[src/rtl/writeback_unit.sv]
// Two-stage memory/writeback pipeline (M, W) feeding the register file, with
// combinational M/W result forwarding, load-use stall detection and a commit counter.
module writeback_unit (
  input  logic        clk,
  input  logic        reset,
  input  logic        ex_valid,
  input  logic        ex_reg_write,
  input  logic        ex_mem_read,
  input  logic [2:0]  ex_dest,
  input  logic [15:0] ex_alu_result,
  input  logic [15:0] mem_read_data,
  input  logic        flush,
  input  logic [2:0]  read_addr1,
  input  logic [2:0]  read_addr2,
  output logic        reg_write,
  output logic [2:0]  write_addr,
  output logic [15:0] write_data,
  output logic        fwd1_hit,
  output logic        fwd2_hit,
  output logic [15:0] fwd1_data,
  output logic [15:0] fwd2_data,
  output logic        load_stall,
  output logic [15:0] wb_count
);

  localparam int unsigned DataW = 16;
  localparam int unsigned RegAw = 3;
  localparam int unsigned CntW  = 16;

  typedef struct packed {
    logic             valid;
    logic             we;
    logic             load;
    logic [RegAw-1:0] dest;
    logic [DataW-1:0] alu;
  } m_stage_t;

  m_stage_t         m_q, m_d;
  logic             reg_write_q, reg_write_d;
  logic [RegAw-1:0] write_addr_q, write_addr_d;
  logic [DataW-1:0] write_data_q, write_data_d;
  logic [CntW-1:0]  wb_count_q, wb_count_d;

  logic m_alu_wr;
  logic m_load_wr;
  logic m_ld_match1;
  logic m_ld_match2;

  // Next-state for both stages and the commit counter.
  always_comb begin
    m_d          = '0;
    m_d.valid    = ex_valid;
    m_d.we       = ex_reg_write;
    m_d.load     = ex_mem_read;
    m_d.dest     = ex_dest;
    m_d.alu      = ex_alu_result;

    // Flush only kills the instruction leaving M; whatever is already in W commits.
    reg_write_d  = m_q.valid & m_q.we & ~flush;
    write_addr_d = m_q.dest;
    write_data_d = m_q.load ? mem_read_data : m_q.alu;

    wb_count_d   = wb_count_q;
    if (reg_write_q) begin
      wb_count_d = wb_count_q + CntW'(1);
    end
  end

  always_ff @(posedge clk or negedge reset) begin
    if (!reset) begin
      m_q          <= '0;
      reg_write_q  <= 1'b0;
      write_addr_q <= '0;
      write_data_q <= '0;
      wb_count_q   <= '0;
    end else begin
      m_q          <= m_d;
      reg_write_q  <= reg_write_d;
      write_addr_q <= write_addr_d;
      write_data_q <= write_data_d;
      wb_count_q   <= wb_count_d;
    end
  end

  assign m_alu_wr    = m_q.valid & m_q.we & ~m_q.load;
  assign m_load_wr   = m_q.valid & m_q.we & m_q.load;
  assign m_ld_match1 = m_load_wr & (m_q.dest == read_addr1);
  assign m_ld_match2 = m_load_wr & (m_q.dest == read_addr2);

  // Forwarding: M beats W; a pending load to the same register blocks the older W value.
  always_comb begin
    fwd1_hit  = 1'b0;
    fwd1_data = '0;
    if (m_alu_wr && (m_q.dest == read_addr1)) begin
      fwd1_hit  = 1'b1;
      fwd1_data = m_q.alu;
    end else if (reg_write_q && (write_addr_q == read_addr1) && !m_ld_match1) begin
      fwd1_hit  = 1'b1;
      fwd1_data = write_data_q;
    end
  end

  always_comb begin
    fwd2_hit  = 1'b0;
    fwd2_data = '0;
    if (m_alu_wr && (m_q.dest == read_addr2)) begin
      fwd2_hit  = 1'b1;
      fwd2_data = m_q.alu;
    end else if (reg_write_q && (write_addr_q == read_addr2) && !m_ld_match2) begin
      fwd2_hit  = 1'b1;
      fwd2_data = write_data_q;
    end
  end

  assign load_stall = m_ld_match1 | m_ld_match2;

  assign reg_write  = reg_write_q;
  assign write_addr = write_addr_q;
  assign write_data = write_data_q;
  assign wb_count   = wb_count_q;

endmodule
[config.mk]
export PLATFORM = sky130hd
export DESIGN_NAME = writeback_unit
export DESIGN_NICKNAME = d
export VERILOG_FILES = /design/src/rtl/writeback_unit.sv
export SDC_FILE = /design/constraint.sdc
export NUM_CORES = 1
export LEC_CHECK = 0
export ABC_AREA = 1
export CAP_MARGIN = 0
export CORE_ASPECT_RATIO = 1.75
export CORE_MARGIN = 5
export CORE_UTILIZATION = 32
export CTS_CLUSTER_DIAMETER = 30
export DETAILED_ROUTE_END_ITERATION = 12
export GPL_TIMING_DRIVEN = 0
export PLACE_DENSITY = 0.59
export SLEW_MARGIN = 20
export SYNTH_ARGS = -nofsm -noshare
export SYNTH_HDL_FRONTEND = slang
export SYNTH_SLANG_ARGS = --single-unit
[constraint.sdc]
create_clock -name clk -period 1.61 [get_ports clk]
set_input_delay 0.2415 -clock clk [delete_from_list [all_inputs] [get_ports clk]]
set_output_delay 0.2415 -clock clk [all_outputs]
set_load 0.01 [all_outputs]
* Word level (Yosys, flattened, before mapping)
Cells that the tools add are included.
** Word-level totals
- Word-level logic and storage cells :: 40
- Bits in registers :: 58
- Output and inout bits :: 71
** Cells by class
- $add $sub $neg :: 1
- Bitwise logic cells :: 9
- Reductions and logical operators :: 8
- Eq/ne operators :: 4
- Multiplexer cells :: 9
** Operators by type and width (count)
- $mux 16 :: 5
- $add 16x1->16 const B :: 1
- $eq 3x3->1 :: 4
- $and 1x1->1 :: 6
- $logic_and 1x1->1 :: 6
- $mux 1 :: 4
- $logic_not 1->1 :: 2
- $not 1->1 :: 2
- $or 1x1->1 :: 1

* Logic depth before layout (Yosys ltp)
- Depth in word-level cells :: 7
- Mapped depth :: 8

* Worst setup path before layout
OpenSTA, ideal clock, no wires.
- Path type :: register to output
- Start point :: register m_q, in the netlist write_addr_d[0]
- End point :: output port fwd1_data[10]
- Setup slack :: 0.144 ns
- Arrival :: 1.225 ns
- Required time :: 1.368 ns
- Cell stages (with the launch flop) :: 7
- Path buffers :: 2
- Cell sequence :: dfrtp_1 -> xnor2_2 -> and2_1 -> buf_6 -> buf_8 -> nand4_1 -> o21ai_1
** On the way
- Word-level cells in the longest chain between the ends :: 6
- Elaborated cells on any way between the ends :: 7
- Classes of those cells :: eq/ne: 1; mux: 2; bitwise: 1; reduce/logical: 3
** RTL lines
- from (decl) :: RTL line 38 : m_stage_t m_q, m_d;
- from (signal assigned) :: RTL line 77 : m_q <= m_d;
- $eq 3x3->1 * :: RTL line 87, 94
- $and 1x1->1 :: RTL line 87 : assign m_ld_match1 = m_load_wr & (m_q.dest == read_addr1);
- $logic_not 1->1 :: RTL line 97 : end else if (reg_write_q && (write_addr_q == read_addr1) && !m_ld_match1) begin
- $logic_and 1x1->1 :: RTL line 97
- $mux 16 :: RTL line 97
- $mux 16 * :: RTL line 94 : if (m_alu_wr && (m_q.dest == read_addr1)) begin
- to (decl) :: RTL line 20 : output logic [15:0] fwd1_data,
Mark *: on every way between the ends. The rest lies on a longest branch, timed or not.

* Worst setup path after layout
- Start point :: register m_q, in the netlist write_addr_d[1]
- End point :: output port fwd2_data[7]
** On the way
- Word-level cells in the longest chain between the ends :: 6
- Elaborated cells on any way between the ends :: 7
- Classes of those cells :: eq/ne: 1; mux: 2; bitwise: 1; reduce/logical: 3
** RTL lines
- $eq 3x3->1 * :: RTL line 88, 106
- $and 1x1->1 :: RTL line 88 : assign m_ld_match2 = m_load_wr & (m_q.dest == read_addr2);
- $logic_not 1->1 :: RTL line 109 : end else if (reg_write_q && (write_addr_q == read_addr2) && !m_ld_match2) begin
- $logic_and 1x1->1 :: RTL line 109
- $mux 16 :: RTL line 109
- $mux 16 * :: RTL line 106 : if (m_alu_wr && (m_q.dest == read_addr2)) begin
- to (decl) :: RTL line 21 : output logic [15:0] fwd2_data,
Marked as above.

==> run metrics <==
status finished with violations; violated checks setup timing; drt via density 4.822; hold endpoint m_q[1]; Critical Path Start Type flop; Worst Skew 4.468 ps; post-layout min period 1984 ps; RR Endpoint wb_count[12]; Worst Tran Pin Value 548.7 ps; clock network power share 39.5%; Hold Crit Class primary input to flop; DR WL/cell 16.99 um; hold depth 1; Seq cells post-synth 58; die span in x 83.31 um; flop-to-flop setup slack 160 ps; CP Max Fanout 8; P_leak 2.468 nW; Critical Path Sink Type output pin; most common cell after layout, fill and taps aside nand2_1; largest net degree at the start of global routing 35; Mapped Cells 341; Starting Density 32.18%; io pins 118; Vias 3009; fmax 504.0 MHz; minimum hold slack 357.1 ps; min-delay src ex_alu_result[1]; final net count 546; slowest CP cell dfrtp_2; worst stage delay on the critical path 460 ps; most frequent cells in the layout nand2_1 (98), clkdlybuf4s50_1 (72), dfrtp_1 (51); Reg power frac 39.5%; Layout Utilization 55.47%; period utilization 123.2%; Area Overhead vs Synth 72.35%; Final Instance Count excl. Fillers 624; first-pass GRT wire length 16620 um; number of port buffers 117; Sw Pwr 1.195 mW; CTS Buf Count 9; chip height 138.3 um; placed instance count 581; final WL 10600 um; initial antenna violation count 0; Final Hold Vio Count 0; Net Sw Frac 27.22%; WS Path Type flop to output pin; Sink Count 58; Yosys warnings 0; max_cap viols 0; H-tree Lvls 3; num rows 47; Yosys cell types 33; Data required, critical path 1370 ps; syn_area_per_cell 8.824 um2; DRT Pass-1 Iters 4; reg-to-reg startpoint wb_count[1]; register area share after synthesis 48.23%; Residual DRC 0; Rel. slew slack 63.42%; RSZ-0062 raised after global routing yes; CP Data Arrival Time 1740 ps; DRT iter0 DRCs 91; global route overflow 0; vias in the first global route 3250; Comb power frac 21.0%; Total GRT Usage 18.33%; internal power 3.194 mW; clk slew on worst S/H paths 50 ps; PwrDens 846.3 nW/um2; peak supply drop 0.8165 mV; Worst-Skew Late Latency 320 ps; Routed Antenna Nets 0; fin. max-slew vios 0; Synthesized Nets 389; Final HPWL DP 7502 um; Final WS setup -374.0 ps; CTS Root Cell clkbuf_16; die area 11520 um2; Setup Viol. Count Final 35; crit path cell chain xnor2_4 -> and2_4 -> clkbuf_16 -> nand4_1 -> o21ai_2 -> buf_2; Netlist Area Pre-Place 3009 um2; layout cells sized above 1 36.25%; R2R cell count 6; routability congestion estimate 0.7338; Clock Path Buffers 2; core footprint 9350 um2; n_diodes 0; CTS tree done
## sequential cells by signal, summed over array words and instances (netlist names)
register	cells
reg_write	1
write_addr_d	3
write_addr	3
write_data	16
wb_count	16
m_q	19
## critical path, delay by kind of cell, from the launching register on
family / cells / cell delay, ps
flops: 1 / 460
simple gates: 2 / 360
buf+inv: 2 / 320
xor+xnor: 1 / 190
compound gates: 1 / 80
## routing by layer
metal	share of wire [%]	vias up	routed length [um]	global-route usage [%]
li1	-	1444	-	-
met5	0	-	0	0
met1	33	1419	3512	17.49
met3	8.0	22	850	6.310
met4	2.7	0	282	8.613
met2	56	124	5956	34.39
## timing repair
item / in CTS / in global routing
hold endpoints to repair: 24 / 0
setup endpoints to repair: 36 / 40
hold buffers: 1 / 0
gates resized for setup: 220 / 65
buffers inserted: 22 / 3
gates cloned: 3 / 1
pin swaps: 15 / 23
## per-stage QoR
stage	setup TNS [ps]	setup WS, ps	area, um2	total power [mW]
after detailed placement	-29120	-896.2	4350	2.544
after global placement	-117710	-1545	4333	2.525
final	-11700	-374.0	5186	4.389
after global routing	-14420	-449.6	5186	4.593
after CTS	-12920	-418.5	4908	4.394
after floorplan	0	144.0	3009	2.064
## synthesized netlist by cell type
cell type,count,share of area [%]
nand2_1,124,15
dfrtp_1,58,48
nand4_1,38,7.9
inv_1,20,2.5
o21ai_0,13,2.2
o21ai_1,11,1.8
o21ai_2,9,2.6
nand3_1,7,1.2
nor2_1,7,0.87
xnor2_1,7,2.0
nand2_2,6,1.2
xor2_1,6,1.7
buf_2,5,0.83
buf_6,3,1.1
buf_8,3,1.5
nor2_4,3,1.1
buf_4,2,0.50
clkbuf_1,2,0.25
nand4_4,2,1.4
xnor2_2,2,1.1
and2_1,1,0.21
and2_4,1,0.29
buf_12,1,0.67
clkbuf_4,1,0.25
ha_1,1,0.42
inv_2,1,0.12
inv_4,1,0.21
mux2_2,1,0.37
nand2_4,1,0.37
nand3b_1,1,0.25
nand3b_2,1,0.37
nor2_2,1,0.21
nor2_8,1,0.67
## final cells by class
cell class | count | area (um2)
plain buffers | 15 | 150.1
clock buffers | 12 | 256.5
clock inverters | 3 | 15.01
fillers | 854 | 4164
inverters | 22 | 90.09
multi-input cells | 244 | 1599
flip-flops and latches | 58 | 1460
well taps | 122 | 152.6
repair buffers | 148 | 1463
## cells by family (layout without fill, tap and decap cells)
group                    Yosys count  after routing  synth area share (%)
adder cells (fa/ha/maj)            1              1                0.4157
flip-flops                        58             58                 48.23
buffers and inverters             39            200                 7.941
AO/OA/AOI/OAI                     33             33                 6.611
AND/OR/NAND/NOR                  194            194                 31.56
multiplexers                       1              1                0.3742
XOR/XNOR                          15             15                 4.865
## worst max-delay path by stage
| stage | from | endpoint | slack, ps | cells after the start |
|---|---|---|---|---|
| 3_3_place_gp | reset | write_data[7] | -1540 | 1 |
| 4_1_cts | write_addr_d[1] | fwd2_data[4] | -420 | 6 |
| 3_5_place_dp | read_addr2[1] | fwd2_data[5] | -900 | 8 |
| 6_report | write_addr_d[1] | fwd2_data[7] | -370 | 6 |
| 2_1_floorplan | write_addr_d[0] | fwd1_data[10] | 140 | 6 |
| 5_1_grt | write_addr_d[0] | fwd1_data[13] | -450 | 8 |
## power groups by stage
stage                     registers, mW  clock network (mW)  logic [mW]
after floorplan                    1.75                   0       0.310
after global placement             1.74                   0       0.786
after detailed placement           1.74                   0       0.804
after CTS                          1.72                1.78       0.889
after global routing               1.76                1.84       0.997
final                              1.73                1.73       0.922
Note: power is estimated with default switching activity, not from simulation.
